--- config.mk ---
export PLATFORM = sky130hd
export DESIGN_NAME = cond_seq_fsm
export DESIGN_NICKNAME = d
export VERILOG_FILES = /design/src/rtl/cond_seq_fsm.sv
export SDC_FILE = /design/constraint.sdc
export NUM_CORES = 1
export LEC_CHECK = 0
export CAP_MARGIN = 15
export CELL_PAD_IN_SITES_DETAIL_PLACEMENT = 2
export CELL_PAD_IN_SITES_GLOBAL_PLACEMENT = 2
export CORE_MARGIN = 4
export CORE_UTILIZATION = 30
export DETAILED_ROUTE_END_ITERATION = 6
export PLACE_DENSITY_LB_ADDON = 0.1
export SYNTH_ARGS = -nofsm -noshare
export SYNTH_HDL_FRONTEND = slang
export SYNTH_SLANG_ARGS = --single-unit
--- constraint.sdc ---
create_clock -name clk -period 7.2 [get_ports clk]
set_clock_uncertainty 0.15 [all_clocks]
set_input_delay 0.72 -clock clk [delete_from_list [all_inputs] [get_ports clk]]
set_output_delay 0.72 -clock clk [all_outputs]
set_load 0.1 [all_outputs]
--- src/rtl/cond_seq_fsm.sv ---
// Sequential per-channel comparator: snapshots NCH operands on start, then writes one
// TRUE_VAL/FALSE_VAL result per cycle into out1 and pulses done after the last channel.
module cond_seq_fsm #(
  parameter int unsigned WIDTH     = 32,
  parameter int unsigned NCH       = 4,
  parameter int unsigned MODE      = 0,
  parameter logic [63:0] CMP_VAL   = 64'd10,
  parameter logic [63:0] TRUE_VAL  = 64'd1,
  parameter logic [63:0] FALSE_VAL = 64'd2
) (
  input  logic                                   clk,
  input  logic                                   reset,
  input  logic                                   start,
  input  logic [NCH*WIDTH-1:0]                   operand,
  output logic [NCH*WIDTH-1:0]                   out1,
  output logic                                   busy,
  output logic                                   done,
  output logic [((NCH > 1) ? $clog2(NCH) : 1)-1:0] chan_idx
);

  localparam int unsigned CW = (NCH > 1) ? $clog2(NCH) : 1;

  localparam logic [WIDTH-1:0] CmpW   = CMP_VAL[WIDTH-1:0];
  localparam logic [WIDTH-1:0] TrueW  = TRUE_VAL[WIDTH-1:0];
  localparam logic [WIDTH-1:0] FalseW = FALSE_VAL[WIDTH-1:0];
  localparam logic [CW-1:0]    LastIdx = CW'(NCH - 1);

  typedef enum logic [7:0] {
    StInitial = 8'd0,
    StIdle    = 8'd1,
    StEval    = 8'd2
  } state_e;

  state_e           state_q;
  logic [WIDTH-1:0] snap_q [NCH];
  logic [WIDTH-1:0] res_q  [NCH];
  logic [WIDTH-1:0] cur_op;
  logic [WIDTH-1:0] wr_val;
  logic             cmp_true;
  logic             last_ch;

  // Mux rather than direct indexing keeps the select width independent of NCH.
  always_comb begin
    cur_op = '0;
    for (int i = 0; i < int'(NCH); i++) begin
      if (chan_idx == CW'(i)) cur_op = snap_q[i];
    end
    cmp_true = (MODE == 0) ? (cur_op == CmpW) : (cur_op < CmpW);
    wr_val   = cmp_true ? TrueW : FalseW;
    last_ch  = (chan_idx == LastIdx);
  end

  always_ff @(posedge clk) begin
    if (reset) begin
      state_q  <= StInitial;
      busy     <= 1'b0;
      done     <= 1'b0;
      chan_idx <= '0;
      for (int i = 0; i < int'(NCH); i++) begin
        snap_q[i] <= '0;
        res_q[i]  <= '0;
      end
    end else begin
      done <= 1'b0;
      case (state_q)
        StInitial: begin
          for (int i = 0; i < int'(NCH); i++) res_q[i] <= '0;
          state_q <= StIdle;
        end
        StIdle: begin
          if (start) begin
            for (int i = 0; i < int'(NCH); i++) snap_q[i] <= operand[i*WIDTH +: WIDTH];
            chan_idx <= '0;
            busy     <= 1'b1;
            state_q  <= StEval;
          end
        end
        StEval: begin
          for (int i = 0; i < int'(NCH); i++) begin
            if (chan_idx == CW'(i)) res_q[i] <= wr_val;
          end
          if (last_ch) begin
            done     <= 1'b1;
            busy     <= 1'b0;
            chan_idx <= '0;
            state_q  <= StIdle;
          end else begin
            chan_idx <= chan_idx + CW'(1);
          end
        end
        default: state_q <= StIdle;
      endcase
    end
  end

  for (genvar g = 0; g < int'(NCH); g++) begin : gen_out
    assign out1[g*WIDTH +: WIDTH] = res_q[g];
  end

endmodule

==> results_dict.tcl <==
set metrics [dict create \
    antenna_found_initial 2 \
    portBuffers 142 \
    gr-total-overflow 0 \
    p_leak_uw 0.00330 \
    cp.buffers_inverters 2 \
    maxCapViolations 0 \
    first_pass_iters 4 \
    slew_headroom_pct 27.8 \
    rr_worst_depth 4 \
    finalCritPeriodShare_pct 44.7 \
    finalHoldViolations 0 \
    vias_per_cell 4.06 \
    period_minus_slack_ps 3220 \
    hp-class "register to register" \
    cts_setup_buffers 0 \
    worst_pin_slew_ps 1080 \
    syn-cell-area_um2 6610 \
    cts_tree "built" \
    setup_viol 0 \
    holdBufCountCts 0 \
    cp.depth 5 \
    dieArea_um2 24500 \
    fin_util_pct 38.9 \
    start_kind "input pin" \
    path_cells "clkdlybuf4s50_1 > nor2b_1 > nand2_1 > nand2b_4 > buf_4" \
    dp.cells 916 \
    final_cells 948 \
    fin_tns_setup_ps 0 \
    ys_types 35 \
    crit_family "simple AND/OR/NAND/NOR gates" \
    cts_sinks 142 \
    fin_nets 790 \
    cp.arrival_ps 3110 \
    cts_root_buf "clkbuf_16" \
    place_hpwl_um 11200 \
    synth_edf_count 134 \
    synth_top_flop_cell "edfxtp_1" \
    finalPower_uw 2290 \
    grt_pass1_vias 4179 \
    slew_viol_final 0 \
    ant_nets 0 \
    grt_pass1_wl_um 22300 \
    h-tree-depth 4 \
    die_x_um 156 \
    numCtsBuffers 17 \
    ys_top_cells_by_area "edfxtp_1 61%, buf_4 14%, and2_1 12%" \
    drtIter0Drc 144 \
    start_util_pct 30.4 \
    slowest_delay_ps 810 \
    vias 3851 \
    crit_path_top_delay_cell "nand2b_4" \
    final_common_cell "clkdlybuf4s50_1" \
    clock_path_buffers 2 \
    row_count 54 \
    run_status "finished clean" \
    max_freq_mhz 311 \
    async_reset_ff_share_pct 0 \
    crit_type "input pin to register" \
    yosys.area.top_type "edfxtp_1" \
    powerDensity_nw_per_um2 270 \
    wl_per_cell_um 15.6 \
    grt_use_total_pct 11.9 \
    synth.avg_cell_area_um2 13.0 \
    grt_max_degree 83 \
    fillerInstances 2233 \
    core-area_um2 21800 \
    die_h_um 156 \
    ys_seq_area_share_pct 63.3 \
    gp_congestion 0.693 \
    drc_errors 0 \
    ir_worst_vdd_v 0.000141 \
    wl_um 14800 \
    synthCells 510 \
    worstSkewPairLatency_ps 420 \
    worstHoldPathCells 2 \
    cts_resized 0 \
    ys_warn_count 0 \
    clk_pin_slew_ps 60 \
    synth.top_cell.area_share_pct 60.9 \
    diodes 0 \
    multi_input_area_um2 1900 \
    rsz0062_at_grt "no" \
    critPathRequiredTime_ps 7090 \
    ioPinCount 263 \
    crit_path_end_kind "register" \
    critical_path.max_fanout 81 \
    synthToLayoutAreaGrowth_pct 28.1 \
    ys_seq_elements 142 \
    drive_gt1_share_pct 5.24 \
    final_cell_mix "142 x clkdlybuf4s50_1, 134 x edfxtp_1, 131 x and2_1" \
    regArea_um2 4180 \
]
[sequential cells by signal, indices dropped and copies added, names as in the netlist]
name      cells
chan_idx      2
res_q         8
state_q       2
snap_q      128
busy          1
done          1
[worst paths after layout]
path | end | slack [ps] | startpoint
max | snap_q[3][6]$_SDFFCE_PN0P_ | 3980 | start
min | res_q[2][1]$_SDFFE_PP0P_ | 320 | res_q[2][1]$_SDFFE_PP0P_
max reg2reg | snap_q[3][6]$_SDFFCE_PN0P_ | 4330 | state_q[1]$_SDFFE_PP0P_
min reg2reg | res_q[2][1]$_SDFFE_PP0P_ | 320 | res_q[2][1]$_SDFFE_PP0P_
[metrics by stage]
| stage | instance area (um2) | hold WS [ps] | setup slack, ps |
|---|---|---|---|
| floorplan | 7050 | 386 | 2460 |
| global placement | 7890 | 305 | 3560 |
| detailed placement | 7890 | 310 | 3470 |
| CTS | 8460 | 317 | 3920 |
| global route | 8460 | 355 | 3780 |
| finish | 8460 | 321 | 3980 |
[logic make-up (layout without fill, tap and decap cells)]
family                   after synthesis  count (layout)  share of synthesized area, %
adder cells (fa/ha/maj)                4               4                         0.758
buffers and inverters                141             180                          14.8
other                                  1             120                        0.0568
AO/OA/AOI/OAI                         19              19                          1.95
flip-flops                           142             142                          63.3
AND/OR/NAND/NOR                      203             203                          19.1
[worst register-to-register path, cell delays in order (launching register included)]
cell	delay, ps
dfxtp_1	390
nor2b_1	230
nand2_1	220
nand2b_4	810
buf_4	690
[routing by layer]
metal | share of wire (%) | vias to the layer above | GRT usage (%)
li1 | - | 1826 | -
met4 | 1.2 | 4 | 3.72
met3 | 8.2 | 19 | 4.45
met1 | 40 | 1845 | 13.7
met5 | 0.16 | - | 0
met2 | 50 | 157 | 20.5
[final cells by class]
cell class,count,area share [%]
Timing Repair Buffer,144,17.0
Clock buffer,19,5.12
Inverter,4,0.177
Tap cell,280,4.14
Clock inverter,13,1.67
Multi-Input combinational cell,346,22.5
Sequential cell,142,49.4
[synthesized netlist by cell type (all sizes together), types with 2 or more instances]
library cell  instances
a21oi                 4
a31oi                 2
and2                131
and3                  2
and3b                 3
buf                 121
clkbuf               16
dfxtp                 8
edfxtp              134
ha                    4
inv                   4
nand2                 7
nand2b                4
nand4                 6
nand4b                2
nor2                  7
nor2b                 5
nor3                  7
nor4                 22
nor4b                 2
o21ai                 4
o21bai                3
or4                   2
[where the power goes]
part | switching (uW) | internal [uW]
logic | 361 | 90.5
clock network | 339 | 511
registers | 17.7 | 967
total | 718 | 1570
(Power assumes the default switching activity.)
